[config.mk]
export PLATFORM = sky130hd
export DESIGN_NAME = vending_machine_multi
export DESIGN_NICKNAME = d
export VERILOG_FILES = /design/src/rtl/vending_pkg.sv /design/src/rtl/vending_change_dispenser.sv /design/src/rtl/vending_machine_multi.sv
export SDC_FILE = /design/constraint.sdc
export NUM_CORES = 1
export LEC_CHECK = 0
export BUFFER_PORTS_ARGS = -buffer_cell sky130_fd_sc_hd__buf_2
export CORE_ASPECT_RATIO = 0.5
export CORE_MARGIN = 2
export CORE_UTILIZATION = 40
export DETAILED_ROUTE_END_ITERATION = 8
export GPL_TIMING_DRIVEN = 0
export PLACE_DENSITY = 0.61
export REMOVE_ABC_BUFFERS = 1
export SLEW_MARGIN = 20
export SYNTH_ARGS = -nofsm -noshare
export SYNTH_HDL_FRONTEND = slang
export SYNTH_SLANG_ARGS = --single-unit
[constraint.sdc]
create_clock -name clk -period 10.4 [get_ports clk]
set_clock_uncertainty 0.05 [all_clocks]
set_input_delay 0.52 -clock clk [delete_from_list [all_inputs] [get_ports clk]]
set_output_delay 0.52 -clock clk [all_outputs]
set_load 0.005 [all_outputs]
[src/rtl/vending_pkg.sv]
// Shared definitions for the multi-product vending controller.
//   - FSM state encodings for the top-level controller and the change dispenser
//   - coin code constants
//   - coin_value(): value of a coin code given the configured denominations
//   - greedy_coin(): largest coin whose value fits in an amount
package vending_pkg;

  // Controller states
  typedef logic [1:0] state_t;
  localparam state_t ST_COLLECT = 2'd0;
  localparam state_t ST_VEND    = 2'd1;
  localparam state_t ST_CHANGE  = 2'd2;

  // Change dispenser states
  typedef logic ds_state_t;
  localparam ds_state_t DS_IDLE = 1'b0;
  localparam ds_state_t DS_RUN  = 1'b1;

  // Coin codes, shared by the acceptor input and the return output
  localparam logic [1:0] COIN_NONE = 2'b00;
  localparam logic [1:0] COIN_1    = 2'b01;
  localparam logic [1:0] COIN_2    = 2'b10;
  localparam logic [1:0] COIN_3    = 2'b11;

  // Denomination values, bundled so helpers stay parameter-agnostic
  typedef struct packed {
    logic [31:0] v3;
    logic [31:0] v2;
    logic [31:0] v1;
  } coin_vals_t;

  function automatic logic [31:0] coin_value(input logic [1:0] code,
                                             input coin_vals_t vals);
    case (code)
      COIN_1:  return vals.v1;
      COIN_2:  return vals.v2;
      COIN_3:  return vals.v3;
      default: return 32'd0;
    endcase
  endfunction

  // Largest-first selection; COIN_NONE when even the smallest coin does not fit
  function automatic logic [1:0] greedy_coin(input logic [31:0] amt,
                                             input coin_vals_t vals);
    if (amt >= vals.v3)      return COIN_3;
    else if (amt >= vals.v2) return COIN_2;
    else if (amt >= vals.v1) return COIN_1;
    else                     return COIN_NONE;
  endfunction

endpackage

[src/rtl/vending_change_dispenser.sv]
// Greedy change dispenser: returns an amount one coin per cycle, largest first.
//
// Ports:
//   clk, reset      clock, synchronous active-high reset
//   load            start returning load_amt (only honoured when idle)
//   load_amt        amount to return
//   change_valid    registered: one coin returned this cycle
//   change          registered: coin code, valid with change_valid
//   take_val        combinational: value committed to the coin being issued
//                   at the coming edge (0 when none); the owner subtracts this
//                   from its credit so credit tracks the remaining amount
//   remaining       amount still owed after the coins already issued
//   ds_state        dispenser FSM state (DS_IDLE / DS_RUN), for observation
//
// The first coin is issued on the same edge that loads the amount, so a
// load in cycle N shows its first coin in cycle N+1. After the last coin the
// dispenser spends one cycle in DS_RUN with remaining==0 (the "done" cycle)
// before returning to DS_IDLE.
module vending_change_dispenser
  import vending_pkg::*;
#(
  parameter int unsigned CREDIT_W  = 8,
  parameter int unsigned COIN1_VAL = 5,
  parameter int unsigned COIN2_VAL = 10,
  parameter int unsigned COIN3_VAL = 25
) (
  input  logic                clk,
  input  logic                reset,
  input  logic                load,
  input  logic [CREDIT_W-1:0] load_amt,
  output logic                change_valid,
  output logic [1:0]          change,
  output logic [CREDIT_W-1:0] take_val,
  output logic [CREDIT_W-1:0] remaining,
  output logic                ds_state
);

  localparam coin_vals_t VALS = '{v3: 32'(COIN3_VAL), v2: 32'(COIN2_VAL),
                                  v1: 32'(COIN1_VAL)};

  ds_state_t           ds_state_q, ds_state_d;
  logic [CREDIT_W-1:0] remaining_q, remaining_d;
  logic                change_valid_q, change_valid_d;
  logic [1:0]          change_q, change_d;

  logic [CREDIT_W-1:0] src;
  logic                emit;
  logic [1:0]          pick;

  always_comb begin
    ds_state_d     = ds_state_q;
    remaining_d    = remaining_q;
    change_valid_d = 1'b0;
    change_d       = COIN_NONE;
    take_val       = '0;
    src            = '0;
    emit           = 1'b0;
    pick           = COIN_NONE;

    if (ds_state_q == DS_IDLE) begin
      if (load && (load_amt != '0)) begin
        src        = load_amt;
        emit       = 1'b1;
        ds_state_d = DS_RUN;
      end
    end else if (remaining_q == '0) begin
      ds_state_d = DS_IDLE;
    end else begin
      src  = remaining_q;
      emit = 1'b1;
    end

    if (emit) begin
      pick           = greedy_coin(32'(src), VALS);
      take_val       = CREDIT_W'(coin_value(pick, VALS));
      change_valid_d = (pick != COIN_NONE);
      change_d       = pick;
      // An amount below the smallest coin cannot occur with exact-change
      // configurations; drop it rather than stall forever.
      remaining_d    = (pick == COIN_NONE) ? '0 : (src - take_val);
    end
  end

  always_ff @(posedge clk) begin
    if (reset) begin
      ds_state_q     <= DS_IDLE;
      remaining_q    <= '0;
      change_valid_q <= 1'b0;
      change_q       <= COIN_NONE;
    end else begin
      ds_state_q     <= ds_state_d;
      remaining_q    <= remaining_d;
      change_valid_q <= change_valid_d;
      change_q       <= change_d;
    end
  end

  assign change_valid = change_valid_q;
  assign change       = change_q;
  assign remaining    = remaining_q;
  assign ds_state     = ds_state_q;

endmodule

[src/rtl/vending_machine_multi.sv]
// Multi-product vending controller.
//
// Accepts three coin denominations into a credit register, vends one of
// NUM_ITEMS products at per-item prices, supports cancel/refund, and returns
// change one coin per cycle (greedy, largest first) via
// vending_change_dispenser.
//
// Ports:
//   clk, reset     clock; synchronous active-high reset (highest priority)
//   money          coin code from the acceptor (00 none, 01/10/11 coins)
//   sel_valid      product select strobe, sel_id the product index
//   cancel         refund request
//   out, out_id    one-cycle dispense pulse and product index
//   change_valid   one coin returned this cycle, change = coin code
//   coin_reject    inserted coin bounced back this cycle
//   deny           select refused (low credit, bad id, sold out)
//   credit         current credit
//   busy           high while vending or returning change
//   sold_out       per-item empty flags
//
// Handshake: all inputs are sampled on the rising edge; every output is a
// register, and the pulse outputs (out, change_valid, coin_reject, deny) are
// high for exactly one cycle per event. No backpressure exists.
//
// Priority in COLLECT: cancel (with credit) > sel_valid > money. A coin that
// arrives with an accepted cancel or select is bounced; with a refused
// select it is handled as a lone coin.
//
// Optional feature macro: VEND_STOCK_EN adds per-item stock counters loaded
// with STOCK_INIT at reset; without it stock is unlimited and sold_out is 0.
module vending_machine_multi
  import vending_pkg::*;
#(
  parameter int unsigned NUM_ITEMS  = 4,
  parameter int unsigned CREDIT_W   = 8,
  parameter logic [NUM_ITEMS*CREDIT_W-1:0] PRICES = 32'h1E19_140F,
  parameter int unsigned COIN1_VAL  = 5,
  parameter int unsigned COIN2_VAL  = 10,
  parameter int unsigned COIN3_VAL  = 25,
  parameter int unsigned MAX_CREDIT = 95,
  parameter int unsigned STOCK_INIT = 3,
  localparam int unsigned ID_W = (NUM_ITEMS > 1) ? $clog2(NUM_ITEMS) : 1
) (
  input  logic                 clk,
  input  logic                 reset,
  input  logic [1:0]           money,
  input  logic                 sel_valid,
  input  logic [ID_W-1:0]      sel_id,
  input  logic                 cancel,
  output logic                 out,
  output logic [ID_W-1:0]      out_id,
  output logic                 change_valid,
  output logic [1:0]           change,
  output logic                 coin_reject,
  output logic                 deny,
  output logic [CREDIT_W-1:0]  credit,
  output logic                 busy,
  output logic [NUM_ITEMS-1:0] sold_out
);

  localparam coin_vals_t VALS = '{v3: 32'(COIN3_VAL), v2: 32'(COIN2_VAL),
                                  v1: 32'(COIN1_VAL)};

  // Configuration checks: change must always be exact.
  if ((COIN1_VAL == 0) || ((COIN2_VAL % COIN1_VAL) != 0) ||
      ((COIN3_VAL % COIN1_VAL) != 0)) begin : g_bad_coins
    $error("coin values must be nonzero multiples of COIN1_VAL");
  end
  if (MAX_CREDIT >= (64'd1 << CREDIT_W)) begin : g_bad_max
    $error("MAX_CREDIT must fit in CREDIT_W bits");
  end
  for (genvar g = 0; g < NUM_ITEMS; g++) begin : g_price_chk
    if (COIN1_VAL != 0) begin : g_nz
      if (((32'(PRICES[g*CREDIT_W +: CREDIT_W]) + MAX_CREDIT) % COIN1_VAL) != 0)
      begin : g_bad_price
        $error("price plus MAX_CREDIT must be a multiple of COIN1_VAL");
      end
    end
  end

  // ---------------------------------------------------------------------
  // State
  // ---------------------------------------------------------------------
  state_t              state_q, state_d;
  logic [CREDIT_W-1:0] credit_q, credit_d;
  logic                out_q, out_d;
  logic [ID_W-1:0]     out_id_q, out_id_d;
  logic                coin_reject_q, coin_reject_d;
  logic                deny_q, deny_d;
  logic                busy_q, busy_d;

  // Dispenser interface
  logic                ds_load;
  logic [CREDIT_W-1:0] ds_load_amt;
  logic [CREDIT_W-1:0] ds_take_val;
  logic [CREDIT_W-1:0] ds_remaining;
  logic                ds_state;
  logic                ds_done;

  // Selection decode
  logic                sel_ok;
  logic [CREDIT_W-1:0] sel_price;
  logic                sel_empty;
  logic [NUM_ITEMS-1:0] item_empty;

  // Coin decode; the sum carries one spare bit so it never wraps
  logic                coin_in;
  logic [CREDIT_W-1:0] coin_val;
  logic [CREDIT_W:0]   coin_sum;

  assign coin_in  = (money != COIN_NONE);
  assign coin_val = CREDIT_W'(coin_value(money, VALS));
  assign coin_sum = {1'b0, credit_q} + {1'b0, coin_val};

  // The loop keeps an out-of-range sel_id from indexing past PRICES.
  always_comb begin
    sel_ok    = 1'b0;
    sel_price = '0;
    sel_empty = 1'b0;
    for (int i = 0; i < NUM_ITEMS; i++) begin
      if (sel_id == ID_W'(i)) begin
        sel_ok    = 1'b1;
        sel_price = PRICES[i*CREDIT_W +: CREDIT_W];
        sel_empty = item_empty[i];
      end
    end
  end

  // Refund starts either from cancel in COLLECT or after a vend that
  // leaves credit; the whole credit is handed to the dispenser.
  assign ds_load = (credit_q != '0) &&
                   (((state_q == ST_COLLECT) && cancel) || (state_q == ST_VEND));
  assign ds_load_amt = credit_q;
  assign ds_done = (ds_state == DS_RUN) && (ds_remaining == '0);

  vending_change_dispenser #(
    .CREDIT_W  (CREDIT_W),
    .COIN1_VAL (COIN1_VAL),
    .COIN2_VAL (COIN2_VAL),
    .COIN3_VAL (COIN3_VAL)
  ) u_change (
    .clk          (clk),
    .reset        (reset),
    .load         (ds_load),
    .load_amt     (ds_load_amt),
    .change_valid (change_valid),
    .change       (change),
    .take_val     (ds_take_val),
    .remaining    (ds_remaining),
    .ds_state     (ds_state)
  );

  // ---------------------------------------------------------------------
  // Controller next-state
  // ---------------------------------------------------------------------
  always_comb begin
    state_d       = state_q;
    credit_d      = credit_q;
    out_d         = 1'b0;
    out_id_d      = '0;
    coin_reject_d = 1'b0;
    deny_d        = 1'b0;

    case (state_q)
      ST_COLLECT: begin
        if (cancel && (credit_q != '0)) begin
          state_d       = ST_CHANGE;
          credit_d      = credit_q - ds_take_val;
          coin_reject_d = coin_in;
        end else if (sel_valid && sel_ok && (credit_q >= sel_price) && !sel_empty) begin
          state_d       = ST_VEND;
          out_d         = 1'b1;
          out_id_d      = sel_id;
          credit_d      = credit_q - sel_price;
          coin_reject_d = coin_in;
        end else begin
          deny_d = sel_valid;
          if (coin_in) begin
            if (coin_sum <= (CREDIT_W+1)'(MAX_CREDIT)) begin
              credit_d = coin_sum[CREDIT_W-1:0];
            end else begin
              coin_reject_d = 1'b1;
            end
          end
        end
      end

      ST_VEND: begin
        coin_reject_d = coin_in;
        if (credit_q != '0) begin
          state_d  = ST_CHANGE;
          credit_d = credit_q - ds_take_val;
        end else begin
          state_d = ST_COLLECT;
        end
      end

      ST_CHANGE: begin
        coin_reject_d = coin_in;
        credit_d      = credit_q - ds_take_val;
        if (ds_done) begin
          state_d = ST_COLLECT;
        end
      end

      default: state_d = ST_COLLECT;
    endcase

    busy_d = (state_d != ST_COLLECT);
  end

  always_ff @(posedge clk) begin
    if (reset) begin
      state_q       <= ST_COLLECT;
      credit_q      <= '0;
      out_q         <= 1'b0;
      out_id_q      <= '0;
      coin_reject_q <= 1'b0;
      deny_q        <= 1'b0;
      busy_q        <= 1'b0;
    end else begin
      state_q       <= state_d;
      credit_q      <= credit_d;
      out_q         <= out_d;
      out_id_q      <= out_id_d;
      coin_reject_q <= coin_reject_d;
      deny_q        <= deny_d;
      busy_q        <= busy_d;
    end
  end

  // ---------------------------------------------------------------------
  // Stock tracking
  // ---------------------------------------------------------------------
`ifdef VEND_STOCK_EN
  localparam int unsigned STOCK_W = (STOCK_INIT > 0) ? $clog2(STOCK_INIT + 1) : 1;

  logic [STOCK_W-1:0]   stock_q [NUM_ITEMS];
  logic [STOCK_W-1:0]   stock_d [NUM_ITEMS];
  logic [NUM_ITEMS-1:0] sold_out_q;

  // A vend is only accepted for a non-empty item, so no underflow.
  always_comb begin
    for (int i = 0; i < NUM_ITEMS; i++) begin
      stock_d[i]    = stock_q[i];
      item_empty[i] = (stock_q[i] == '0);
      if (out_d && (out_id_d == ID_W'(i))) begin
        stock_d[i] = stock_q[i] - 1'b1;
      end
    end
  end

  always_ff @(posedge clk) begin
    if (reset) begin
      for (int i = 0; i < NUM_ITEMS; i++) begin
        stock_q[i] <= STOCK_W'(STOCK_INIT);
      end
      sold_out_q <= '0;
    end else begin
      for (int i = 0; i < NUM_ITEMS; i++) begin
        stock_q[i]    <= stock_d[i];
        sold_out_q[i] <= (stock_d[i] == '0);
      end
    end
  end

  assign sold_out = sold_out_q;
`else
  assign item_empty = '0;
  assign sold_out   = '0;
`endif

  assign out         = out_q;
  assign out_id      = out_id_q;
  assign coin_reject = coin_reject_q;
  assign deny        = deny_q;
  assign credit      = credit_q;
  assign busy        = busy_q;

endmodule

# Word level (Yosys, flattened, before mapping)
# Cells that the tools add are included.
[word_totals] latchBits=0 mem_count=0 in_bits=8 ram_bits=0 mem_bits_ro=0 reg_bits=28 output_inout_bits=21
[op_classes] bitwise=3 order_cmp=5 shifts=0 mul=0 reduce_logical=23 mux=40 n_addsub=4 eq_ne=14 div_mod_pow=0
[ops] operator="$mux 8" count=13
[ops] operator="$pmux 5 s3" count=2
[ops] operator="$pmux 8 s3" count=1
[ops] operator="$sub 8x8->8" count=3
[ops] operator="$eq 2x2->1 const B" count=7
[ops] operator="$mux 2" count=7
[ops] operator="$mux 1" count=13
[ops] operator="$add 8x8->9" count=1
[ops] operator="$le 9x7->1 const B" count=1
[ops] operator="$eq 2x1->1 const B" count=4
[ops] operator="$ge 8x3->1 const B" count=1
[ops] operator="$ge 8x4->1 const B" count=1
[ops] operator="$ge 8x5->1 const B" count=1
[ops] operator="$ge 8x8->1" count=1
[ops] operator="$logic_not 8->1" count=1
[ops] operator="$reduce_bool 8->1" count=1
[ops] operator="$reduce_or 4->1" count=2
[ops] operator="$logic_and 1x1->1" count=7
[ops] operator="$logic_not 2->1" count=3
[ops] operator="$pmux 2 s3" count=1
[ops] operator="$reduce_bool 2->1" count=3
[ops] operator="$mux 5" count=1
[ops] operator="$mux 4" count=1
[ops] operator="$ne 4x1->1 const B" count=1
[ops] operator="other kinds (9)" count=12

# Logic depth before layout (Yosys ltp)
# Gate-level depths: netlist of the first run.
[depth] ltp_word=19 mapped_depth=18 mapped_depth_nobuf=17

# Cells and area by module
# From an unflattened synthesis of the first run, not the netlist that was laid out.
[unflattened] hier_cells=364 hier_area_um2=2959.1
[modules_own_cells] module="vending_machine_multi" seq_area_each_um2=320.3 cells_per_inst=229 n_inst=1 area_per_inst_um2=1853.0
[modules_own_cells] module="vending_change_dispenser" seq_area_each_um2=240.2 cells_per_inst=135 n_inst=1 area_per_inst_um2=1106.1

# Worst setup path before layout of the first run
# Ideal clock, no wire load.
[synth_timing] path_kind="register -> register" start="reg state_q[0]" end="reg credit_q[7] (netlist: credit[7])" setup_ps=71 arrival_time_ps=3423 period_less_slack_ps=3544 stages_incl_launch_ff=17 setup_slack_ps=6856 path_buffers=1 cell_sequence="dfxtp_1 inv_1 ha_1 a21oi_4 o31ai_2 or4_4 buf_6 nand2_1 ha_1 inv_2 a21o_1 a311o_1 a211o_1 a211oi_1 a21oi_1 or3_1 a21oi_1"
[synth_between] elab_chain_len=19
[synth_lines] element="start: declaration" line="vending_machine_multi.sv:84" text="state_t state_q, state_d;"
[synth_lines] element="start signal: assignment" line="vending_machine_multi.sv:222" text="state_q <= state_d;"
[synth_lines] element="$logic_not 2->1" line="vending_machine_multi.sv:132, vending_machine_multi.sv:164"
[synth_lines] element="$logic_and 1x1->1" line="vending_machine_multi.sv:132" text="(((state_q == ST_COLLECT) && cancel) || (state_q == ST_VEND));"
[synth_lines] element="$logic_or 1x1->1" line="vending_machine_multi.sv:132"
[synth_lines] element="$logic_and 1x1->1" line="vending_machine_multi.sv:131" text="assign ds_load = (credit_q != '0) &&"
[synth_lines] element="$logic_and 1x1->1" line="vending_change_dispenser.sv:61" text="if (load && (load_amt != '0)) begin"
[synth_lines] element="$mux 8" line="vending_change_dispenser.sv:61"
[synth_lines] element="$mux 8" line="vending_change_dispenser.sv:60" text="if (ds_state_q == DS_IDLE) begin"
[synth_lines] element="$ge 8x3->1" line="vending_pkg.sv:47" text="else if (amt >= vals.v1) return COIN_1;"
[synth_lines] element="(+2 left out)"
[synth_lines] element="$mux 2" line="vending_pkg.sv:45" text="if (amt >= vals.v3) return COIN_3;"
[synth_lines] element="$mux 2" line="vending_change_dispenser.sv:73" text="if (emit) begin"
[synth_lines] element="$eq 2x2->1 / $eq 2x1->1 (equally long branches)" line="vending_pkg.sv:34" text="case (code)"
[synth_lines] element="$pmux 5 s3" line="vending_pkg.sv:34"
[synth_lines] element="$mux 8 (2 in a row)" line="vending_change_dispenser.sv:73"
[synth_lines] element="$sub 8x8->8" line="vending_machine_multi.sv:168, vending_machine_multi.sv:192, vending_machine_multi.sv:200"
[synth_lines] element="$mux 8 (on tied branches)" line="vending_machine_multi.sv:190, vending_machine_multi.sv:166"
[synth_lines] element="$pmux 8 s3" line="vending_machine_multi.sv:164" text="case (state_q)"
[synth_lines] element="end signal: assignment" line="vending_machine_multi.sv:223" text="credit_q <= credit_d;"
[synth_lines] element="end: declaration" line="vending_machine_multi.sv:85" text="logic [CREDIT_W-1:0] credit_q, credit_d;"
# Several ways; a longest one is shown, not always the timed one. The select of a mux whose other input is x is not followed.
# A chain may end at the register's enable or synchronous reset.

# Worst setup path in the final report of the first run
# Ends and elaborated chain as after synthesis.

==> results of run 1 <==
## worst max-delay path, delay by kind of cell (launching register included)
family                     cells  cell delay (ns)
AOI/OAI and AO/OA              9             2.28
adders and majority gates      2             0.60
and+or+nand+nor                2             0.53
DFF                            1             0.38
buffers and inverters          1             0.08
## registers in the layout, indices dropped and copies added (netlist names)
name,count
busy,1
coin_reject,1
credit,8
deny,1
out,1
out_id,2
state_q,2
u_change.change,2
u_change.change_valid,1
u_change.ds_state,1
u_change.remaining,8
## through the flow
step / instances / hold slack [ns] / area, um^2 / setup WS [ns]
finish: 412 / 0.446 / 2740 / 6.42
global route: 412 / 0.456 / 2740 / 6.13
CTS: 412 / 0.450 / 2730 / 6.39
detailed placement: 409 / 0.485 / 2660 / 6.19
global placement: 409 / 0.483 / 2660 / 5.86
floorplan: 297 / 0.423 / 2420 / 6.73
## synth_stat cells (all sizes together), types with 2 or more instances
master | number | share of area [%]
nand2 | 24 | 3.6
nand3 | 8 | 1.6
nor2 | 28 | 4.3
nand2b | 4 | 0.99
o21a | 3 | 0.89
inv | 14 | 2.1
xnor2 | 12 | 4.2
mux2i | 2 | 0.79
buf | 12 | 3.3
and3 | 2 | 0.50
xor2 | 4 | 1.4
o21ai | 19 | 3.8
nor2b | 4 | 0.99
a211o | 3 | 1.0
clkbuf | 6 | 0.89
a21o | 9 | 2.7
dfxtp | 28 | 22
a22oi | 4 | 1.2
nor3 | 13 | 2.8
a21oi | 27 | 6.0
nor4 | 5 | 1.5
a22o | 7 | 2.4
o211ai | 6 | 1.8
fa | 4 | 3.2
and2 | 5 | 1.2
a211oi | 6 | 2.0
ha | 26 | 13
a31oi | 5 | 1.5
## power by group through the flow
| stage | clock network, mW | logic, mW | registers [mW] |
|---|---|---|---|
| final | 0.0876 | 0.732 | 0.205 |
| after global placement | 0 | 0.706 | 0.205 |
| after CTS | 0.0903 | 0.727 | 0.204 |
| after floorplan | 0 | 0.581 | 0.191 |
| after detailed placement | 0 | 0.722 | 0.206 |
| after global routing | 0.0928 | 0.820 | 0.212 |
## layout make-up
| cell class | count | area [um^2] |
|---|---|---|
| flip-flops and latches | 28 | 561 |
| clock buffers | 3 | 75.1 |
| multi-input cells | 255 | 1820 |
| fillers | 604 | 3340 |
| inverters | 14 | 52.6 |
| repair buffers | 24 | 120 |
| well taps | 88 | 110 |
## cell usage in the layout, fill, tap and decap left out, types with 5 or more instances in the layout
cell      synthesis  final
dfxtp_1          28     28
nor2_1           27     27
ha_1             26     26
a21oi_1          25     25
nand2_1          24     24
buf_2             4     24
o21ai_0          17     17
inv_1            13     13
nor3_1           12     12
xnor2_1          12     12
a21o_1            9      9
nand3_1           8      8
a22o_1            7      7
o211ai_1          6      6
and2_1            5      5
a211oi_1          5      5
## how the worst max path moves through the flow
stage                            from         to  slack (ns)  depth (start not counted)
finish                     state_q[0]  credit[7]        6.42                         14
global route        u_change.ds_state  credit[7]        6.13                         13
CTS                        state_q[0]  credit[7]        6.39                         14
detailed placement          sel_id[0]  credit[6]        6.19                         12
global placement            sel_id[0]  credit[6]        5.86                         12
floorplan                   sel_id[0]  credit[6]        6.73                         11
## layer usage
layer | up-vias | wire (um) | global-route usage (%)
li1 | 1153 | - | -
met1 | 1054 | 3000 | 23.9
met2 | 55 | 2700 | 29.8
met3 | 6 | 320 | 3.14
met4 | 0 | 69 | 4.42
met5 | - | 0 | 0
## kinds of logic (layout without fill, tap and decap cells)
logic type / count (synthesis) / count (layout) / synth area share [%]
buf+inv: 32 / 41 / 6.31
compound gates: 99 / 99 / 26.9
mux: 2 / 2 / 0.794
simple gates: 103 / 103 / 21.5
other cells: 1 / 4 / 0.149
fa+ha+maj: 31 / 31 / 16.5
xor+xnor: 16 / 16 / 5.56
flops: 28 / 28 / 22.2
==> impl_results.md, run 1 <==
* R2R setup slack at between 6 and 7 ns
* Worst Reg-to-Reg Cells at 14
* # port buffers at 24
* DRT Wirelength at slightly above 6 mm
* Final hold violations at 0
* Overall power at just over 1 mW
* WS Path Type: reg -> reg
* Routed vias/inst at roughly 5.5
* Status: finished clean
* Final Max Slew Viols at 0
* Die footprint at about 7000 um^2
* Final HPWL DP at approximately 4.6 mm
* Clock Latency Late Sink at between 0.2 and 0.3 ns
* Initial antenna violation count at 0
* Synthesized area per cell at about 8 um^2
* WHS Path Cells at 2
* DR vias at between 2,000 and 2,500
* Cell Pwr Density at between 300 and 400 nW/um^2
* Die span in x at between 100 and 150 um
* Vias in the first global route at 2,027
* Register area share after synthesis at around 22%
* Sw power at 0.496 mW
* Tmin final at roughly 4 ns
* H-tree Lvls at 1
* Ys flop type: dfxtp_1
* Reg2Reg Capture Point: credit[7]
* Required time worst endpoint at about 11 ns
* CTS Buffer Depth at 2
* Gr usage total at 17.7%
* Area delta synth->final at 8.59%
* Sink of the worst hold path: deny
* Layout cells sized above 1 at between 10% and 20%
* Grt total ovfl at 0
* CP Cell Sequence: inv_1 -> ha_1 -> a21oi_4 -> o21ai_0 -> a31oi_1 -> nand2_1 -> ha_1 -> a21o_1 -> a311o_1 -> a211o_1 -> a211oi_1 -> a21oi_1 -> or3_1 -> a21oi_1
* Crit path max-delay cell type: a31oi_1
* Sw Ratio at between 40% and 50%
* Final Setup Violations at 0
* Mapped Cells at between 300 and 400
* Worst path max stage delay at around 0.52 ns
* CTS clk-pin slew, worst paths at 0.07 ns
* Maximum clock rate at about 0.25 GHz
* Hold Buf Count CTS at 0
* Slew @ Worst Pin at about 1.0 ns
* Detailed-route DRC error count at 0
* Yosys cell types at between 60 and 70
* ANT nets after route at 0
* Slew HR at about a third
* Worst Path Max Fanout at 8
* CTS tree: done
* Hold Crit Class: in -> reg
* # resized after CTS at 0
* Drt wl/cell at 14.8 um
* Number of synthesized register bits at 28
* Clock power frac at approximately 8.5%
* Largest net degree at the start of global routing at 24
* LEAKAGE at between 1 and 1.5 nW
* Routability congestion estimate at between 0.8 and 0.9
* CP endpoint kind: register
* Hold Path Origin: sel_valid
* YS warnings at 0
* Fin util at approximately 45%
* DRT Pass-1 Iters at 4
* Clk sinks at 28
* Die Y at between 60 and 70 um
* Logic pwr share at a little under three quarters
* Mapped Area at 2520 um^2
* Setup total negative slack at 0 ns
* Power share of the sequential group at between 20% and 30%
* CP startpoint kind: register
* Post-CTS Setup Inserts at 0
* Top-level I/O count at 29
* # diodes at 0
* Root Buffer: clkbuf_16
* R2r startpoint: state_q[0]
* Nets at approximately 360
* CP Data Arrival Time at 4.13 ns
* RSZ-0062 raised after global routing: no
* Num CTS Buffers at 3
* Starting density of the core at between 40% and 50%
* 1st-iter DRT viols at 111
* Core area at between 6000 and 7000 um^2
* MaxCap Viol Count at 0
* FFs w/ async S/R, synth at 0%
* Worst vdd ir at between 0.1 and 0.15 mV
* Number of synthesized flops with an enable pin at 0
* Final critical-path share of the clock period at about two fifths
* P_int at 0.529 mW
* First-pass GRT wire length at between 9 and 10 mm
* Row count at 20
Power figures use the tool's default switching activity.
==> inputs of run 2 (changes only) <==
clock period = 3.8 ns   (was 10.4 ns; I/O delays follow)
==> run 2 against run 1 <==
Effect of this change:
- count of clock-buffer cells in the layout unchanged
- critical path depth up 2
- non-clock buffer count up 4
- first-iteration DRC count up 7.2%
- power rose to 2.8 times the previous value
- largest power group unchanged
==> impl_results.md, run 2 (synthesis gave the netlist of run 1 again) <==
* Status: finished clean
* Final HPWL DP at 4.55 mm (unchanged)
* Vias in the first global route at 2,065 (+1.9%)
* Row count at 20 (unchanged)
* Commonest non-fill, non-tap cells in the layout: nor2_1, ha_1, dfxtp_1
* Final critical-path share of the clock period at 96.0% (+58 points)
* Post-route setup slack at 0.152 ns (-6.26 ns)
* Slew HR at 53.7% (+21 points)
* Largest net degree at the start of global routing at 24 (unchanged)
* H-tree Lvls at 1 (unchanged)
* Starting density of the core at 41.4% (unchanged)
* Setup crit start: state_q[1]
* Routed vias/inst at 5.52 (+0.30%)
* CTS tree: done
* Crit path max-delay cell type: or4_4
* MaxCap Viol Count at 0 (unchanged)
* Die Y at 60.1 um (unchanged)
* R2R setup slack at 0.15 ns (-6.26 ns)
* Nets at 368 (+1.1%)
* Top-level I/O count at 29 (unchanged)
* R2r startpoint: state_q[1]
* First-pass GRT wire length at 9.75 mm (+1.6%)
* Gr usage total at 18.0% (+0.29 points)
* Worst path max stage delay at 0.52 ns (about the same)
* Drt wl/cell at 14.8 um (about the same)
* Worst Reg-to-Reg Cells at 16 (+2)
* CP Capture Point: credit[7]
* # port buffers at 24 (unchanged)
* Num CTS Buffers at 3 (unchanged)
* WP depth at 16 (+2)
* CTS clk-pin slew, worst paths at 0.07 ns (about the same)
* Detailed-route DRC error count at 0 (unchanged)
* Most numerous cell on the critical path: a21oi_1
* Area delta synth->final at 11.0%
* Required time worst endpoint at 3.95 ns (-6.60 ns)
* CP startpoint kind: register
* Final Max Slew Viols at 0 (unchanged)
* CP Data Arrival Time at 3.80 ns (-0.33 ns)
* Setup total negative slack at 0 ns (unchanged)
* Die footprint at 6990 um^2 (unchanged)
* Slew @ Worst Pin at 0.688 ns (-0.316 ns)
* Core area at 6080 um^2 (unchanged)
* Cell Pwr Density at 1030 nW/um^2 (+170%)
* Reg2Reg Capture Point: credit[7]
* Fin util at 46.0% (+1.0 points)
* WP buf/inv at 2 (+1)
* Die span in x at 116 um (unchanged)
* Tmin final at 3.65 ns (-0.336 ns)
* 1st-iter DRT viols at 119 (+7.2%)
* ANT nets after route at 0 (unchanged)
* CTS Buffer Depth at 2 (unchanged)
* Worst Path Max Fanout at 6 (-2)
* Dpl ws at -0.203 ns (-6.40 ns)
* Met2 usage at 30.6% (+0.83 points)
* Grt total ovfl at 0 (unchanged)
* CP endpoint kind: register
* CP Cell Sequence: inv_1 -> ha_2 -> a21oi_4 -> nor2_2 -> a21oi_2 -> or4_4 -> nand2_1 -> ha_1 -> inv_2 -> a21o_1 -> a311o_1 -> a211o_1 -> a211oi_1 -> a21oi_1 -> or3_1 -> a21oi_1
* Final hold violations at 0 (unchanged)
* Final Setup Violations at 0 (unchanged)
* Most common cell after layout, fill and taps aside: nor2_1
* Most used routing layer: met2
* Clock Latency Late Sink at 0.27 ns (about the same)
* Root Buffer: clkbuf_16
* DRT Wirelength at 6.14 mm (+0.87%)
* Hold Crit Class: in -> reg
* Clk sinks at 28 (unchanged)
* Delay-heaviest family, CP: compound AO/OA/AOI/OAI gates
* Maximum clock rate at 0.274 GHz (+9.2%)
* Overall power at 2.88 mW (+180%)
* Layout cells sized above 1 at 15.9% (+2.9 points)
* DR vias at 2,297 (+1.3%)
* WS Path Type: reg -> reg
* Routability congestion estimate at 0.864 (unchanged)
* Global Route met1 Usage at 24.0% (+0.18 points)
* Initial antenna violation count at 0 (unchanged)
* Worst vdd ir at 0.286 mV (+180%)
* DRT Pass-1 Iters at 4 (unchanged)
* Met3 usage at 3.14% (unchanged)
* # diodes at 0 (unchanged)
* LEAKAGE at 1.21 nW (+1.7%)
[run 2: per-layer routing]
layer / share of wire (%) / up-vias
met5: 0 / -
met4: 0.96 / 0
li1: - / 1157
met2: 45 / 46
met3: 4.1 / 6
met1: 50 / 1088
[run 2: worst min path at each step]
stage,start,end,cells after the start
3_5_place_dp,sel_valid,deny,2
3_3_place_gp,sel_valid,deny,2
6_report,sel_valid,deny,2
2_1_floorplan,reset,credit[1],1
5_1_grt,sel_valid,deny,2
4_1_cts,sel_valid,deny,2
[run 2: layout make-up]
| cell class | count | area (um^2) |
|---|---|---|
| Inverter | 14 | 52.6 |
| Clock buffer | 3 | 75.1 |
| Fill cell | 595 | 3280 |
| Tap cell | 88 | 110 |
| Timing Repair Buffer | 28 | 150 |
| Multi-Input combinational cell | 255 | 1850 |
| Sequential cell | 28 | 564 |
[run 2: through the flow]
stage	hold slack, ns	instance area [um^2]	cells
4_1_cts	0.120	2770	415
6_report	0.138	2800	416
5_1_grt	0.154	2800	416
3_5_place_dp	0.395	2660	409
3_3_place_gp	0.370	2660	409
2_1_floorplan	0.209	2420	297
[run 2: repair_timing]
item,in CTS,in global routing
buffers inserted,3,1
gates cloned,0,0
hold buffers,0,0
pin swaps,2,2
gates resized for setup,3,6
setup endpoints to repair,2,2
[run 2: power breakdown]
part	switching [mW]	leakage [nW]	total (mW)	internal, mW
logic	1.12	0.943	2.07	0.953
registers	0.165	0.232	0.563	0.398
clock network	0.101	0.0370	0.241	0.140
[run 2: worst register-to-register path, stage by stage (launching register included)]
cell and delay (ns):
dfxtp_2 0.33, inv_1 0.09, ha_2 0.25, a21oi_4 0.11
nor2_2 0.21, a21oi_2 0.11, or4_4 0.52, nand2_1 0.11
ha_1 0.16, inv_2 0.05, a21o_1 0.17, a311o_1 0.35
a211o_1 0.34, a211oi_1 0.21, a21oi_1 0.07, or3_1 0.32
a21oi_1 0.13
